<file path="src/rtl/mem_stage.sv">
// Memory-access pipeline stage: drives the data-memory handshake for loads/stores and
// produces the registered MEM/WB fields. EX is stalled while a transaction is outstanding.
module mem_stage #(
  parameter int unsigned XLEN       = 32,
  parameter int unsigned REG_ADDR_W = 5
) (
  input  logic                  clock,
  input  logic                  reset,
  input  logic                  ex_valid,
  output logic                  ex_ready,
  input  logic [XLEN-1:0]       ex_alu_result,
  input  logic [XLEN-1:0]       ex_store_data,
  input  logic [REG_ADDR_W-1:0] ex_rd,
  input  logic                  ex_reg_write,
  input  logic                  ex_mem_read,
  input  logic                  ex_mem_write,
  input  logic [2:0]            ex_funct3,
  output logic                  dmem_req,
  output logic                  dmem_we,
  output logic [XLEN-1:0]       dmem_addr,
  output logic [XLEN-1:0]       dmem_wdata,
  output logic [3:0]            dmem_wstrb,
  input  logic                  dmem_ready,
  input  logic                  dmem_rvalid,
  input  logic [XLEN-1:0]       dmem_rdata,
  output logic                  wb_valid,
  output logic [REG_ADDR_W-1:0] wb_rd,
  output logic                  wb_reg_write,
  output logic [XLEN-1:0]       wb_data,
  output logic                  wb_misaligned
);

  typedef enum logic [1:0] {StIdle, StReq, StWait} state_e;

  state_e state_q, state_d;

  logic [XLEN-1:0]       addr_q, wdata_q;
  logic [3:0]            wstrb_q;
  logic                  we_q, reg_write_q;
  logic [REG_ADDR_W-1:0] rd_q;
  logic [2:0]            funct3_q;

  logic                  wb_valid_q, wb_valid_d;
  logic [REG_ADDR_W-1:0] wb_rd_q, wb_rd_d;
  logic                  wb_reg_write_q, wb_reg_write_d;
  logic [XLEN-1:0]       wb_data_q, wb_data_d;
  logic                  wb_misaligned_q, wb_misaligned_d;

  logic [1:0]      ex_off;
  logic            is_mem, misaligned, accept;
  logic [3:0]      st_strb;
  logic [XLEN-1:0] st_wdata;
  logic [7:0]      ld_byte;
  logic [15:0]     ld_half;
  logic [XLEN-1:0] ld_data;

  assign ex_ready   = (state_q == StIdle);
  assign accept     = ex_valid && ex_ready;
  assign ex_off     = ex_alu_result[1:0];
  assign is_mem     = ex_mem_read || ex_mem_write;
  assign misaligned = is_mem && (((ex_funct3[1:0] == 2'b01) && ex_off[0]) ||
                                 ((ex_funct3[1:0] == 2'b10) && (ex_off != 2'b00)));

  // Store lanes are replicated so the memory only needs the strobes to pick bytes.
  always_comb begin
    st_strb  = 4'hF;
    st_wdata = ex_store_data;
    unique case (ex_funct3[1:0])
      2'b00: begin
        st_strb  = 4'b0001 << ex_off;
        st_wdata = {4{ex_store_data[7:0]}};
      end
      2'b01: begin
        st_strb  = 4'b0011 << ex_off;
        st_wdata = {2{ex_store_data[15:0]}};
      end
      default: ;
    endcase
  end

  assign ld_byte = dmem_rdata[{addr_q[1:0], 3'b000} +: 8];
  assign ld_half = dmem_rdata[{addr_q[1], 4'b0000} +: 16];

  always_comb begin
    ld_data = dmem_rdata;
    unique case (funct3_q[1:0])
      2'b00:   ld_data = {{(XLEN-8){ld_byte[7] & ~funct3_q[2]}}, ld_byte};
      2'b01:   ld_data = {{(XLEN-16){ld_half[15] & ~funct3_q[2]}}, ld_half};
      default: ;
    endcase
  end

  always_comb begin
    state_d         = state_q;
    wb_valid_d      = 1'b0;
    wb_rd_d         = wb_rd_q;
    wb_reg_write_d  = wb_reg_write_q;
    wb_data_d       = wb_data_q;
    wb_misaligned_d = wb_misaligned_q;
    unique case (state_q)
      StIdle: begin
        if (accept) begin
          if (!is_mem) begin
            wb_valid_d      = 1'b1;
            wb_rd_d         = ex_rd;
            wb_reg_write_d  = ex_reg_write;
            wb_data_d       = ex_alu_result;
            wb_misaligned_d = 1'b0;
          end else if (misaligned) begin
            wb_valid_d      = 1'b1;
            wb_rd_d         = ex_rd;
            wb_reg_write_d  = 1'b0;
            wb_misaligned_d = 1'b1;
          end else begin
            state_d = StReq;
          end
        end
      end
      StReq: begin
        if (dmem_ready) begin
          if (we_q) begin
            wb_valid_d      = 1'b1;
            wb_rd_d         = rd_q;
            wb_reg_write_d  = 1'b0;
            wb_misaligned_d = 1'b0;
            state_d         = StIdle;
          end else begin
            state_d = StWait;
          end
        end
      end
      StWait: begin
        if (dmem_rvalid) begin
          wb_valid_d      = 1'b1;
          wb_rd_d         = rd_q;
          wb_reg_write_d  = reg_write_q;
          wb_data_d       = ld_data;
          wb_misaligned_d = 1'b0;
          state_d         = StIdle;
        end
      end
      default: state_d = StIdle;
    endcase
  end

  always_ff @(posedge clock) begin
    if (!reset) begin
      state_q         <= StIdle;
      addr_q          <= '0;
      wdata_q         <= '0;
      wstrb_q         <= '0;
      we_q            <= 1'b0;
      reg_write_q     <= 1'b0;
      rd_q            <= '0;
      funct3_q        <= '0;
      wb_valid_q      <= 1'b0;
      wb_rd_q         <= '0;
      wb_reg_write_q  <= 1'b0;
      wb_data_q       <= '0;
      wb_misaligned_q <= 1'b0;
    end else begin
      state_q         <= state_d;
      wb_valid_q      <= wb_valid_d;
      wb_rd_q         <= wb_rd_d;
      wb_reg_write_q  <= wb_reg_write_d;
      wb_data_q       <= wb_data_d;
      wb_misaligned_q <= wb_misaligned_d;
      if (accept) begin
        addr_q      <= ex_alu_result;
        wdata_q     <= st_wdata;
        wstrb_q     <= ex_mem_write ? st_strb : 4'h0;
        we_q        <= ex_mem_write;
        reg_write_q <= ex_reg_write;
        rd_q        <= ex_rd;
        funct3_q    <= ex_funct3;
      end
    end
  end

  assign dmem_req   = (state_q == StReq);
  assign dmem_we    = dmem_req && we_q;
  assign dmem_addr  = {addr_q[XLEN-1:2], 2'b00};
  assign dmem_wdata = wdata_q;
  assign dmem_wstrb = dmem_req ? wstrb_q : 4'h0;

  assign wb_valid      = wb_valid_q;
  assign wb_rd         = wb_rd_q;
  assign wb_reg_write  = wb_reg_write_q;
  assign wb_data       = wb_data_q;
  assign wb_misaligned = wb_misaligned_q;

endmodule

</file>
<file path="config.mk">
export PLATFORM = sky130hd
export DESIGN_NAME = mem_stage
export DESIGN_NICKNAME = d
export VERILOG_FILES = /design/src/rtl/mem_stage.sv
export SDC_FILE = /design/constraint.sdc
export NUM_CORES = 1
export LEC_CHECK = 0
export ABC_AREA = 0
export CAP_MARGIN = 20
export CORE_MARGIN = 2
export CORE_UTILIZATION = 25
export DETAILED_ROUTE_END_ITERATION = 7
export PLACE_DENSITY = 0.48
export SLEW_MARGIN = 20
export SYNTH_ARGS = -nofsm -noshare
export SYNTH_HDL_FRONTEND = slang
export SYNTH_SLANG_ARGS = --single-unit
export TNS_END_PERCENT = 100
</file>
<file path="constraint.sdc">
create_clock -name clock -period 2.5 [get_ports clock]
set_input_delay 0.5 -clock clock [delete_from_list [all_inputs] [get_ports clock]]
set_output_delay 0.5 -clock clock [all_outputs]
set_load 0.005 [all_outputs]
</file>
# After elaboration in Yosys (flattened, before gate mapping)
# Index checks and enable logic that the tools add are counted.
dict set report word_totals {
  register_bits 120
  input_bits 112
  out_inout_bits 111
  wordCells 91
}
dict set report classes {
  eq_ne 13
  shifts 4
  n_mux 42
  bitwise 3
  n_reduce_logical 16
}
# cell n
set ops {}
lappend ops {{one-hot mux 32 bit (2 select lines)} 3}
lappend ops {{2-to-1 mux 32 bit} 3}
lappend ops {{variable part select 32 x 6 -> 16 bit} 1}
lappend ops {{variable part select 32 x 6 -> 8 bit} 1}
lappend ops {{2-to-1 mux 5 bit} 6}
lappend ops {{2-to-1 mux 1 bit} 16}
lappend ops {{one-hot mux 5 bit (3 select lines)} 1}
lappend ops {{2-to-1 mux 2 bit} 6}
lappend ops {{one-hot mux 1 bit (3 select lines)} 3}
lappend ops {{2-to-1 mux 4 bit} 2}
lappend ops {{inequality test 2 x 1 -> 1 bit, second input constant} 4}
lappend ops {{one-hot mux 4 bit (2 select lines)} 1}
lappend ops {{== test 2 x 1 -> 1 bit, second input constant} 3}
lappend ops {{zero test 2 bit} 3}
lappend ops {{inequality test 2 bit, second input constant} 3}
lappend ops {{one-hot mux 2 bit (3 select lines)} 1}
lappend ops {{AND reduction 6 bit} 1}
lappend ops {{logical AND 1 bit} 5}
lappend ops {{AND reduction 5 bit} 1}
lappend ops {{== test 2 bit, second input constant} 2}
lappend ops {{AND reduction 4 bit} 1}
lappend ops {{nonzero test 2 bit} 2}
lappend ops {{<< shifter 1 x 2 -> 4 bit, first input constant} 1}
lappend ops {{<< shifter 2 x 2 -> 4 bit, first input constant} 1}
lappend ops {{5 further kinds} 7}

# Longest topological paths before layout
dict set report depth {
  word_depth 8
  depth_mapped 9
}

# Worst setup path before layout
# OpenSTA, ideal clock, no wires.
dict set report synth_path {
  path_type {register -> register}
  startpoint {register state_q[0]}
  endpoint {register wb_data_q[21] (netlist: wb_data[21])}
  setup_time_ps 117
  t_arrival_ps 1788
  required_ps 2383
  path_slack_ps 595
  stages_incl_launch_ff 8
  n_path_buf 1
  cell_sequence {dfxtp_1 > inv_1 > ha_1 > and4bb_2 > o21ai_2 > nor2_1 > clkbuf_1 > a32o_1}
}
dict set report synth_between {
  elab_chain_cells 4
}
# item line
set synth_rtl {}
lappend synth_rtl {{start, declared} 35} ;# state_e state_q, state_d;
lappend synth_rtl {{start signal, assigned} 148} ;# state_q <= StIdle;
lappend synth_rtl {{start signal, assigned} 162} ;# state_q <= state_d;
lappend synth_rtl {{zero test 2 bit *} 57} ;# assign ex_ready = (state_q == StIdle);
lappend synth_rtl {{via ex_ready} 10} ;# output logic ex_ready,
lappend synth_rtl {{logical AND 1 bit} 58} ;# assign accept = ex_valid && ex_ready;
lappend synth_rtl {{inequality test 2 x 1 -> 1 bit (no source line)} --}
lappend synth_rtl {{AND reduction 4 bit (no source line)} --}
lappend synth_rtl {{end signal, assigned} 166} ;# wb_data_q <= wb_data_d;
lappend synth_rtl {{end, declared} 46} ;# logic [XLEN-1:0] wb_data_q, wb_data_d;
# Mark *: on every way through the listed nets, which the timed path passes. The rest lies on a longest branch.
# A chain may end at the register's enable or synchronous reset.

# Worst setup path after layout
dict set report layout_path {
  startpoint {register state_q[1]}
  endpoint {output dmem_we}
}
dict set report layout_between {
  elab_chain_cells 2
}
# item line
set layout_rtl {}
lappend layout_rtl {{== test 2 x 1 -> 1 bit} 180} ;# assign dmem_req = (state_q == StReq);
lappend layout_rtl {{logical AND 1 bit} 181} ;# assign dmem_we = dmem_req && we_q;
lappend layout_rtl {{end, declared} 19} ;# output logic dmem_we,
# No other way between the ends.

==> impl_metrics.env <==
export IMPL_outcome="completed"
export IMPL_maxCapViolCount=0
export IMPL_crit_slowest_cell="clkdlybuf4s50_1"
export IMPL_min_to="wstrb_q[3]$_SDFFE_PN0N_"
export IMPL_fin_crit_ns=2.34
export IMPL_instances_no_fill=1253
export IMPL_ys_ff_latch=120
export IMPL_first_pass_iters=5
export IMPL_relSlewSlack_pct=55.5
export IMPL_cp_data_arrival_time_ns=1.84
export IMPL_post_place_cells=1220
export IMPL_clk_latency_ns=0.42
export IMPL_wl_mm=22.2
export IMPL_worstPathMaxFanout=7
export IMPL_synth_top_area_cell="dfxtp_1"
export IMPL_gr_total_overflow=0
export IMPL_post_cts_buffers=0
export IMPL_critPathLaunch="state_q[1]$_SDFFE_PN0P_"
export IMPL_synth_avg_cell_area_sq_um=8.01
export IMPL_layout_drive_gt1_share_pct=10.5
export IMPL_top_layer="met4"
export IMPL_synth_seq_area_share_pct=40.7
export IMPL_num_vias=5821
export IMPL_synthTopCellsByCount="198 x nand2_1, 120 x dfxtp_1, 70 x a21oi_1"
export IMPL_wl_met2_mm=10.3
export IMPL_drt_iter0_markers=372
export IMPL_hold_class="register to register"
export IMPL_hold_path_depth=2
export IMPL_clockBufferDepth=2
export IMPL_min_from="wstrb_q[3]$_SDFFE_PN0N_"
export IMPL_rsz0062_at_grt="false"
export IMPL_dieWidth_um=158
export IMPL_reg2reg_from="state_q[0]$_SDFFE_PN0P_"
export IMPL_pin_count=223
export IMPL_endpoint_kind="primary output"
export IMPL_r2r_end="wb_rd[4]$_SDFFE_PN0P_"
export IMPL_critical_path_top_delay_family="buffers and inverters"
export IMPL_synth_cell_types=53
export IMPL_die_y_um=158
export IMPL_start_util_pct=25.3
export IMPL_nNetsFinal=1036
export IMPL_startpoint_type="register"
export IMPL_ir_drop_mv=0.381
export IMPL_cts_inserted_buffers=17
export IMPL_critical_path_class="register to primary output"
export IMPL_r2r_cells=7
export IMPL_netlist_area_sq_um=5910
export IMPL_drc_errors=0
export IMPL_fillCellCount=2411
export IMPL_synth_top_cell_area_share_pct=40.7
export IMPL_clock_sinks=120
export IMPL_crit_buf_inv=2
export IMPL_cts_tree="done"
export IMPL_async_flop_share_pct=0
export IMPL_hold_viol_final=0
export IMPL_synthCells=738
export IMPL_core_region_area_sq_um=23300
export IMPL_syn2layout_area_growth_pct=51.1
export IMPL_period_share_pct=93.6
export IMPL_slowest_delay_ns=0.55
export IMPL_fmax_ghz=0.427
export IMPL_clk_pin_slew_ns=0.06
export IMPL_ctsHoldBuffers=0
export IMPL_final_cell_area_sq_um=8920
export IMPL_power_density_nw_per_um2=697
export IMPL_wl_met3_mm=1.26
export IMPL_vias_per_cell=4.65
export IMPL_met1_length_mm=10.1
export IMPL_setup_viol=0
export IMPL_synth_area_leaders="dfxtp_1 41%, nand2_1 13%, a21oi_1 5.9%, mux2i_1 5.1%, a32o_1 4.2%"
export IMPL_grt_util_all_layers_pct=17.7
export IMPL_htree_levels=4
export IMPL_synth_edf_count=0
export IMPL_tightestPinTransition_ns=0.665
export IMPL_fin_skew_ns=0.0115
export IMPL_r2r_slack_ns=0.33
export IMPL_finalWeightedCongestion=0.783
export IMPL_critPathRequiredTime_ns=2.00
export IMPL_post_synth_top_count_cell="nand2_1"
export IMPL_avgRoutedWirePerCell_um=17.8
export IMPL_grt_pass1_wl_mm=33.6
export IMPL_slew_violations=0
export IMPL_antenna_found_initial=2
export IMPL_dp_final_hpwl_mm=16.4
export IMPL_dpl_cell_area_sq_um=8290
export IMPL_post_cts_resize_count=0
export IMPL_dieArea_sq_um=24900
export IMPL_num_rows=56
export IMPL_ant_nets=0
export IMPL_leakagePower_nw=3.24
export IMPL_ys_flop_type="dfxtp_1"
export IMPL_grt_start_max_net_pins=50
export IMPL_io_buffers=220
export IMPL_cts_root_buf="clkbuf_16"
export IMPL_yosys_warnings=0
export IMPL_grt_pass1_vias=5708
export IMPL_cp_cell_sequence="inv_1 > ha_2 > and2_1 > clkdlybuf4s50_1"
## worst max-delay path by stage
stage / to / slack [ns] / depth (start not counted)
floorplan: wb_data[21]$_SDFFE_PN0P_ / 0.59 / 7
global route: dmem_we / 0.08 / 4
detailed placement: wb_data[6]$_SDFFE_PN0P_ / -0.14 / 5
global placement: wb_data[21]$_SDFFE_PN0P_ / -0.11 / 5
finish: dmem_we / 0.16 / 4
CTS: dmem_we / 0.06 / 4
## report_power, final
part           total, mW  internal (mW)  switching [mW]
registers           2.19           2.08           0.109
logic               1.42          0.735           0.684
clock network       2.60           1.63           0.975
## flip-flops by register name (all words and copies together), names as in the netlist
register / count
wb_data: 32
wb_valid: 1
wb_misaligned: 1
wb_rd: 5
dmem_wdata: 32
funct3_q: 3
addr_q: 32
reg_write_q: 1
state_q: 2
wb_reg_write: 1
rd_q: 5
wstrb_q: 4
we_q: 1
## cells by family (layout without fill, tap and decap cells)
logic type      count (synthesis)  count (layout)  share of synthesized area [%]
flops                         120             120                           40.7
compound gates                196             196                           22.6
mux                            44              44                           7.88
buf+inv                        98             292                           8.68
other cells                     1               3                         0.0635
fa+ha+maj                       4               4                          0.847
simple gates                  275             275                           19.2
## worst reg2reg max path: cells and delay by family (launching register included)
family | cells | cell delay [ns]
compound gates | 1 | 0.14
fa+ha+maj | 1 | 0.25
mux | 1 | 0.20
simple gates | 1 | 0.74
buf+inv | 3 | 0.37
flops | 1 | 0.36
## area by class of cell
cell class	instances	area (sq um)	share of cell area, %
well taps	319	399	4.47
clock inverters	13	168	1.88
inverters	8	31.3	0.350
clock buffers	19	453	5.07
multi-input cells	521	3010	33.8
flip-flops and latches	120	2400	26.9
repair buffers	252	2450	27.5
diodes	1	2.50	0.0280
## placed cells by master (no fill, tap or decap), types with 3 or more instances in the layout
cell	netlist	layout
nand2_1	198	197
nor2_1	41	40
or2_2	10	10
a211oi_1	8	8
inv_1	7	7
a31oi_1	16	16
dfxtp_1	120	120
nor3_1	5	5
o21ai_0	19	19
a32o_1	25	25
mux2i_1	30	30
bufinv_16	0	3
o221ai_1	8	8
a21oi_1	70	70
o22ai_1	7	7
o211ai_1	3	3
nor3b_1	3	3
mux2_2	12	12
buf_4	32	31
a311oi_1	8	8
a22oi_1	7	7
o2111ai_1	7	7
clkinv_4	0	4
clkbuf_16	0	17
clkdlybuf4s50_1	0	220
clkinv_2	0	3
nand3b_1	3	3
a221o_1	3	3
and2_1	6	5
## through the flow
| step | power, mW | setup WS (ns) | TNS (ns) | hold slack [ns] | util, % |
|---|---|---|---|---|---|
| final | 6.22 | 0.161 | 0 | 0.447 | 38.3 |
| after floorplan | 2.93 | 0.595 | 0 | 0.427 | - |
| after global placement | 3.66 | -0.106 | -2.56 | 0.439 | 35.5 |
| after CTS | 6.30 | 0.0617 | 0 | 0.448 | 38.2 |
| after detailed placement | 3.66 | -0.143 | -3.29 | 0.440 | 35.5 |
| after global routing | 6.53 | 0.0759 | 0 | 0.469 | 38.3 |
## layer usage
| metal | track usage, % | up-vias |
|---|---|---|
| met5 | 0 | - |
| met3 | 4.60 | 32 |
| met2 | 27.9 | 169 |
| met4 | 6.80 | 0 |
| li1 | - | 2931 |
| met1 | 23.1 | 2689 |
Power figures use the tool's default switching activity.
